## src/rtl/multicycle_control_pkg.sv

```systemverilog
// ============================================================================
// Module   : multicycle_control_pkg
// Purpose  : Shared types and encodings for the multicycle MIPS control unit.
//            Provides opcode constants, the controller state enum, fault
//            codes, datapath mux encodings and a wait-state helper.
// Revision : 1.0 - initial release
// ============================================================================
`default_nettype none

package multicycle_control_pkg;

    // Opcode field of the instruction register
    typedef logic [5:0] opcode_type;

    localparam opcode_type OP_RTYPE = 6'b000000;
    localparam opcode_type OP_J     = 6'b000010;
    localparam opcode_type OP_BEQ   = 6'b000100;
    localparam opcode_type OP_BNE   = 6'b000101;
    localparam opcode_type OP_LW    = 6'b100011;
    localparam opcode_type OP_SW    = 6'b101011;

    // Controller states
    typedef enum logic [3:0] {
        S_FETCH  = 4'd0,
        S_DECODE = 4'd1,
        S_MEMADR = 4'd2,
        S_MEMRD  = 4'd3,
        S_MEMWB  = 4'd4,
        S_MEMWR  = 4'd5,
        S_EXEC   = 4'd6,
        S_ALUWB  = 4'd7,
        S_BEQ    = 4'd8,
        S_JMP    = 4'd9,
        S_BNE    = 4'd10,
        S_FAULT  = 4'd11
    } ctrl_state_type;

    // Sticky fault cause
    typedef enum logic [1:0] {
        FAULT_NONE    = 2'b00,
        FAULT_ILLEGAL = 2'b01,
        FAULT_TIMEOUT = 2'b10
    } fault_code_type;

    // ALU operation select
    localparam logic [1:0] ALUOP_ADD   = 2'b00;
    localparam logic [1:0] ALUOP_SUB   = 2'b01;
    localparam logic [1:0] ALUOP_FUNCT = 2'b10;

    // ALU operand B select
    localparam logic [1:0] ALUSRCB_B       = 2'b00;
    localparam logic [1:0] ALUSRCB_FOUR    = 2'b01;
    localparam logic [1:0] ALUSRCB_IMM     = 2'b10;
    localparam logic [1:0] ALUSRCB_IMM_SHL = 2'b11;

    // PC source select
    localparam logic [1:0] PCSRC_ALU    = 2'b00;
    localparam logic [1:0] PCSRC_ALUOUT = 2'b01;
    localparam logic [1:0] PCSRC_JUMP   = 2'b10;

    // States that stall on the memory ready handshake
    function automatic logic is_wait_state(input ctrl_state_type s);
        return (s == S_FETCH) || (s == S_MEMRD) || (s == S_MEMWR);
    endfunction

endpackage

`default_nettype wire

```

## src/rtl/multicycle_control_mem_wait_timer.sv

```systemverilog
// ============================================================================
// Module   : mem_wait_timer
// Purpose  : Saturating count of consecutive memory not-ready cycles.
//            'expired' is high once MEM_TIMEOUT not-ready cycles have been
//            counted; with MEM_TIMEOUT = 0 the timer is absent and 'expired'
//            is tied low.
// Ports    : clk, rst (async, active-high)
//            clear   - restart the count (has priority over enable)
//            enable  - count this cycle
//            expired - count has reached MEM_TIMEOUT
// Revision : 1.0 - initial release
// ============================================================================
`default_nettype none

module mem_wait_timer #(
    parameter int MEM_TIMEOUT = 16
) (
    input  logic clk,
    input  logic rst,
    input  logic clear,
    input  logic enable,
    output logic expired
);

    generate
        if (MEM_TIMEOUT > 0) begin : g_timer
            localparam int CW = $clog2(MEM_TIMEOUT + 1);
            localparam logic [CW-1:0] LIMIT = CW'(MEM_TIMEOUT);

            logic [CW-1:0] count;

            // Saturates at LIMIT so a long stall can never wrap back to zero
            always_ff @(posedge clk or posedge rst) begin
                if (rst) begin
                    count <= '0;
                end else if (clear) begin
                    count <= '0;
                end else if (enable && (count != LIMIT)) begin
                    count <= count + 1'b1;
                end
            end

            assign expired = (count == LIMIT);
        end else begin : g_no_timer
            assign expired = 1'b0;
        end
    endgenerate

endmodule

`default_nettype wire

```

## src/rtl/multicycle_control.sv

```systemverilog
// ============================================================================
// Module   : multicycle_control
// Purpose  : Multicycle MIPS control FSM. Sequences each instruction over
//            3-5 states, stalls on memReady, flags illegal opcodes and
//            memory timeouts, and counts retired instructions.
// Ports    : clk, rst (async, active-high), op (IR opcode), memReady
//            Datapath controls: pcWrite, pcWriteCond, branchNe, iorD,
//            memRead, memWrite, irWrite, memToReg, regDst, regWrite,
//            aluSrcA, aluSrcB, aluOp, pcSrc
//            Status: fault, faultCode, instrCount
// Config   : MULTICYCLE_CTRL_BNE_EN - when defined, BNE is a legal
//            instruction and drives branchNe; otherwise BNE faults.
// Revision : 1.0 - initial release
// ============================================================================
`default_nettype none

module multicycle_control
    import multicycle_control_pkg::*;
#(
    parameter int MEM_TIMEOUT = 16,
    parameter int CNT_W       = 32
) (
    input  logic             clk,
    input  logic             rst,
    input  opcode_type       op,
    input  logic             memReady,
    output logic             pcWrite,
    output logic             pcWriteCond,
    output logic             branchNe,
    output logic             iorD,
    output logic             memRead,
    output logic             memWrite,
    output logic             irWrite,
    output logic             memToReg,
    output logic             regDst,
    output logic             regWrite,
    output logic             aluSrcA,
    output logic [1:0]       aluSrcB,
    output logic [1:0]       aluOp,
    output logic [1:0]       pcSrc,
    output logic             fault,
    output logic [1:0]       faultCode,
    output logic [CNT_W-1:0] instrCount
);

    ctrl_state_type   state;
    ctrl_state_type   next_state;
    fault_code_type   fault_code;
    fault_code_type   next_fault;
    logic [CNT_W-1:0] instr_count;
    logic             retire;
    logic             wait_expired;

    // Ungated strobe values straight from the state decode
    logic pc_write;
    logic pc_write_cond;
    logic mem_read;
    logic mem_write;
    logic ir_write;
    logic reg_write;

    logic       ior_d;
    logic       mem_to_reg;
    logic       reg_dst;
    logic       alu_src_a;
    logic [1:0] alu_src_b;
    logic [1:0] alu_op;
    logic [1:0] pc_src;
`ifdef MULTICYCLE_CTRL_BNE_EN
    logic       branch_ne;
`endif

    // ------------------------------------------------------------------
    // Wait timer: counts not-ready cycles in the current wait state and
    // restarts on every state change.
    // ------------------------------------------------------------------
    mem_wait_timer #(
        .MEM_TIMEOUT (MEM_TIMEOUT)
    ) u_wait_timer (
        .clk     (clk),
        .rst     (rst),
        .clear   (next_state != state),
        .enable  (is_wait_state(state) && !memReady),
        .expired (wait_expired)
    );

    // ------------------------------------------------------------------
    // State, fault and retire-count registers
    // ------------------------------------------------------------------
    always_ff @(posedge clk or posedge rst) begin
        if (rst) begin
            state       <= S_FETCH;
            fault_code  <= FAULT_NONE;
            instr_count <= '0;
        end else begin
            state <= next_state;
            // Only the entry into FAULT records a cause; FAULT is terminal
            if ((next_state == S_FAULT) && (state != S_FAULT)) begin
                fault_code <= next_fault;
            end
            if (retire) begin
                instr_count <= instr_count + CNT_W'(1);
            end
        end
    end

    // ------------------------------------------------------------------
    // Next-state and output decode
    // ------------------------------------------------------------------
    always_comb begin
        next_state    = state;
        next_fault    = FAULT_NONE;
        retire        = 1'b0;
        pc_write      = 1'b0;
        pc_write_cond = 1'b0;
        mem_read      = 1'b0;
        mem_write     = 1'b0;
        ir_write      = 1'b0;
        reg_write     = 1'b0;
        ior_d         = 1'b0;
        mem_to_reg    = 1'b0;
        reg_dst       = 1'b0;
        alu_src_a     = 1'b0;
        alu_src_b     = ALUSRCB_B;
        alu_op        = ALUOP_ADD;
        pc_src        = PCSRC_ALU;
`ifdef MULTICYCLE_CTRL_BNE_EN
        branch_ne     = 1'b0;
`endif

        case (state)
            S_FETCH: begin
                mem_read  = 1'b1;
                alu_src_b = ALUSRCB_FOUR;
                // A ready on the expiry cycle still completes the fetch
                if (memReady) begin
                    ir_write   = 1'b1;
                    pc_write   = 1'b1;
                    next_state = S_DECODE;
                end else if (wait_expired) begin
                    next_state = S_FAULT;
                    next_fault = FAULT_TIMEOUT;
                end
            end

            S_DECODE: begin
                alu_src_b = ALUSRCB_IMM_SHL;
                case (op)
                    OP_LW, OP_SW: next_state = S_MEMADR;
                    OP_RTYPE:     next_state = S_EXEC;
                    OP_BEQ:       next_state = S_BEQ;
                    OP_J:         next_state = S_JMP;
`ifdef MULTICYCLE_CTRL_BNE_EN
                    OP_BNE:       next_state = S_BNE;
`endif
                    default: begin
                        next_state = S_FAULT;
                        next_fault = FAULT_ILLEGAL;
                    end
                endcase
            end

            S_MEMADR: begin
                alu_src_a  = 1'b1;
                alu_src_b  = ALUSRCB_IMM;
                next_state = (op == OP_SW) ? S_MEMWR : S_MEMRD;
            end

            S_MEMRD: begin
                mem_read = 1'b1;
                ior_d    = 1'b1;
                if (memReady) begin
                    next_state = S_MEMWB;
                end else if (wait_expired) begin
                    next_state = S_FAULT;
                    next_fault = FAULT_TIMEOUT;
                end
            end

            S_MEMWB: begin
                mem_to_reg = 1'b1;
                reg_write  = 1'b1;
                next_state = S_FETCH;
                retire     = 1'b1;
            end

            S_MEMWR: begin
                // Address (iorD) and request held until memory accepts
                mem_write = 1'b1;
                ior_d     = 1'b1;
                if (memReady) begin
                    next_state = S_FETCH;
                    retire     = 1'b1;
                end else if (wait_expired) begin
                    next_state = S_FAULT;
                    next_fault = FAULT_TIMEOUT;
                end
            end

            S_EXEC: begin
                alu_src_a  = 1'b1;
                alu_src_b  = ALUSRCB_B;
                alu_op     = ALUOP_FUNCT;
                next_state = S_ALUWB;
            end

            S_ALUWB: begin
                reg_dst    = 1'b1;
                reg_write  = 1'b1;
                next_state = S_FETCH;
                retire     = 1'b1;
            end

            S_BEQ: begin
                alu_src_a     = 1'b1;
                alu_src_b     = ALUSRCB_B;
                alu_op        = ALUOP_SUB;
                pc_src        = PCSRC_ALUOUT;
                pc_write_cond = 1'b1;
                next_state    = S_FETCH;
                retire        = 1'b1;
            end

`ifdef MULTICYCLE_CTRL_BNE_EN
            S_BNE: begin
                alu_src_a     = 1'b1;
                alu_src_b     = ALUSRCB_B;
                alu_op        = ALUOP_SUB;
                pc_src        = PCSRC_ALUOUT;
                pc_write_cond = 1'b1;
                branch_ne     = 1'b1;
                next_state    = S_FETCH;
                retire        = 1'b1;
            end
`endif

            S_JMP: begin
                pc_src     = PCSRC_JUMP;
                pc_write   = 1'b1;
                next_state = S_FETCH;
                retire     = 1'b1;
            end

            S_FAULT: begin
                next_state = S_FAULT;
            end

            default: begin
                // Unreachable encodings land in FAULT rather than wander
                next_state = S_FAULT;
                next_fault = FAULT_ILLEGAL;
            end
        endcase
    end

    // ------------------------------------------------------------------
    // Outputs. Strobes are gated by rst combinationally so nothing is
    // requested in the same cycle reset rises.
    // ------------------------------------------------------------------
    assign pcWrite     = pc_write      & ~rst;
    assign pcWriteCond = pc_write_cond & ~rst;
    assign memRead     = mem_read      & ~rst;
    assign memWrite    = mem_write     & ~rst;
    assign irWrite     = ir_write      & ~rst;
    assign regWrite    = reg_write     & ~rst;

    assign iorD     = ior_d;
    assign memToReg = mem_to_reg;
    assign regDst   = reg_dst;
    assign aluSrcA  = alu_src_a;
    assign aluSrcB  = alu_src_b;
    assign aluOp    = alu_op;
    assign pcSrc    = pc_src;

`ifdef MULTICYCLE_CTRL_BNE_EN
    assign branchNe = branch_ne;
`else
    assign branchNe = 1'b0;
`endif

    assign fault      = (state == S_FAULT);
    assign faultCode  = fault_code;
    assign instrCount = instr_count;

endmodule

`default_nettype wire

```

## config.mk

```make
export PLATFORM = sky130hd
export DESIGN_NAME = multicycle_control
export DESIGN_NICKNAME = d
export VERILOG_FILES = /design/src/rtl/multicycle_control_pkg.sv /design/src/rtl/multicycle_control_mem_wait_timer.sv /design/src/rtl/multicycle_control.sv
export SDC_FILE = /design/constraint.sdc
export NUM_CORES = 1
export LEC_CHECK = 0
export ABC_AREA = 1
export CORE_MARGIN = 3
export CORE_UTILIZATION = 56
export CTS_CLUSTER_SIZE = 28
export DETAILED_ROUTE_END_ITERATION = 7
export PLACE_DENSITY = 0.86
export SYNTH_ARGS = -nofsm -noshare
export SYNTH_HDL_FRONTEND = slang
export SYNTH_SLANG_ARGS = --single-unit
export TNS_END_PERCENT = 50
```

## constraint.sdc

```tcl
create_clock -name clk -period 4.7 [get_ports clk]
set_input_delay 0.47 -clock clk [delete_from_list [all_inputs] [get_ports clk]]
set_output_delay 0.47 -clock clk [all_outputs]
set_load 0.01 [all_outputs]
```

==> impl_metrics.json <==
{
  "start_util": 0.585,
  "yosys.cell_types.count": 31,
  "viasPerCell": 5.29,
  "tns_ns": 0,
  "io_pins": 61,
  "syn-instance-count": 443,
  "postCtsSetupRepairBufs": 0,
  "synth_seq_area_share": 0.358,
  "fin_crit_sh": 0.537,
  "synth_flop_cell": "dfrtp_1",
  "grt_start_max_net_pins": 44,
  "cts_hold_buf": 0,
  "grt_pass1_wl_um": 13500,
  "syn_area_um2": 3010,
  "h-tree-depth": 2,
  "r2r_start": "state[2]$_DFF_PP0_",
  "fin_skew_ns": 0.00763,
  "hold_viol_final": 0,
  "vias": 3030,
  "drcViolationCount": 0,
  "post_drt_wl_per_cell_um": 13.8,
  "post_cts_resized": 0,
  "hold-worst-slack_ns": 0.509,
  "r2r-end": "instrCount[14]$_DFFE_PP0P_",
  "min_period_ns": 2.52,
  "yosysTopAreaCellShare": 0.358,
  "io_buffers": 59,
  "final.fill_count": 445,
  "synth_fp_nets": 455,
  "min_to": "faultCode[0]$_DFFE_PP0P_",
  "ys_ff_latch": 43,
  "setup.worst_path.class": "input pin to primary output",
  "max_freq_mhz": 396,
  "syn_avg_cell_area_um2": 6.79,
  "rows": 26,
  "hpwlAfterDp_um": 6140,
  "dpl_cell_area_um2": 3650,
  "synth_edf_count": 0,
  "root_buffer": "clkbuf_8",
  "rrSetupSlack_ns": 2.56,
  "fin_util": 0.726,
  "peakVddDrop_mv": 0.341,
  "drtIter0Drc": 188,
  "coreArea_um2": 5140,
  "crit_path_start_kind": "input pin",
  "clk_pin_slew_worst_paths_ns": 0.08,
  "hold_class": "register to register",
  "cp_max_fo": 6,
  "clock-sinks": 43,
  "final_nets": 515,
  "setup_viol": 0,
  "drv_cap": 0,
  "cts_tree": "done",
  "cp.required_ns": 4.23,
  "holdPathStages": 2,
  "arrival_ns": 2.05,
  "drive_gt1_frac": 0.0636,
  "place_inst": 566,
  "cts_made_buffers": 5,
  "die_h_um": 79.3,
  "grt_pass1_vias": 3065,
  "areaGrowthSynthToFinish_pct": 24.1,
  "gp_congestion": 0.957,
  "fin_area_um2": 3730,
  "drt_pre_antenna_iters": 5,
  "design.die.area_um2": 6290,
  "hp-start": "faultCode[0]$_DFFE_PP0P_",
  "synth.most_common_cell": "nand2_1",
  "diodes": 0,
  "yosys-top-cells-count": "nand2_1, nor2_1, inv_1",
  "slew_violations": 0,
  "die_x_um": 79.3,
  "worst_r2r_path_depth": 8,
  "rsz0062_at_grt": "false",
  "clock_latency_ns": 0.30,
  "grt_use_total": 0.268,
  "grt_overflow": 0,
  "yosys-top-cells-area": "dfrtp_1, nand2_1, nor2_1",
  "synthArstFlopShare": 1.00,
  "stdcell_count": 573,
  "yosysTopAreaCell": "dfrtp_1",
  "antenna_found_initial": 0,
  "synth_warnings": 0,
  "outcome": "finished clean",
  "power.leakage_nw": 1.69,
  "cts_buffer_depth": 2,
  "worst_pin_slew_ns": 0.576,
  "timing.slew.headroom": 0.616,
  "pwr_density_cell_nw_per_um2": 423,
  "cp-end-kind": "primary output",
  "postRouteAntennaNets": 0,
  "routed_wl_um": 7890
}
-- metrics by stage --
stage          power [mW]  setup slack [ns]
6_report             1.58              2.18
5_1_grt              1.71              2.07
4_1_cts              1.59              2.17
3_5_place_dp         1.34              2.18
3_3_place_gp         1.34              2.18
2_1_floorplan        1.05              2.57
-- worst max-delay path, stage by stage --
cell	delay [ns]
clkdlybuf4s50_1	0.64
inv_1	0.14
nor2_1	0.15
o21a_1	0.12
clkdlybuf4s50_1	0.53
-- kinds of logic after synthesis --
family | count (synthesis) | share of synthesized area
AOI/OAI and AO/OA | 24 | 0.0428
xor gates and xnor gates | 27 | 0.0786
adders and majority gates | 3 | 0.0125
buffers and inverters | 61 | 0.0832
DFF | 43 | 0.358
other | 1 | 0.00125
and+or+nand+nor | 284 | 0.424
-- where the power goes --
group	total (mW)	internal, mW	switching (mW)
combinational	0.811	0.312	0.500
sequential	0.525	0.429	0.0962
clock	0.244	0.116	0.129
total	1.58	0.856	0.725
-- layout make-up --
cell class	count	area [µm²]	area share
Multi-Input combinational cell	339	1680	0.450
Sequential cell	43	1080	0.288
Timing Repair Buffer	60	598	0.160
Inverter	54	203	0.0543
Tap cell	70	87.6	0.0235
Clock buffer	6	82.6	0.0221
Clock inverter	1	5.00	0.00134
-- cells in the final DEF, fill, tap and decap left out, types with 4 or more instances in the layout --
| cell type | count |
|---|---|
| nand3_1 | 29 |
| dfrtp_1 | 43 |
| nand3b_1 | 5 |
| nor2_1 | 70 |
| inv_1 | 46 |
| clkbuf_8 | 6 |
| nor3_2 | 4 |
| nand4_1 | 12 |
| nand2_1 | 132 |
| o21ai_1 | 5 |
| inv_2 | 5 |
| nor2_4 | 4 |
| nor3_1 | 13 |
| xor2_1 | 20 |
| a21oi_1 | 6 |
| nor4_1 | 4 |
| xnor2_1 | 7 |
| clkdlybuf4s50_1 | 59 |
| o21ai_0 | 10 |
| nand2_2 | 7 |
-- sequential cells by signal (all words and copies together) (netlist names) --
register,flops
u_wait_timer.g_timer.count,5
faultCode,2
state,4
instrCount,32
-- metal layers --
metal  wire length [µm]  vias up  track usage
li1                   -     1516            -
met1               3180     1370        0.309
met2               3980      116        0.474
met3                438       28       0.0533
met4                288        0        0.124
met5                  0        -            0
-- how the worst max path moves through the flow --
stage,startpoint,cells past startpoint,end
detailed placement,memReady,5,pcWrite
global placement,memReady,5,pcWrite
finish,memReady,5,pcWrite
floorplan,rst,2,pcWrite
global route,state[2]$_DFF_PP0_,5,regWrite
CTS,memReady,5,pcWrite
(Power assumes the default switching activity.)
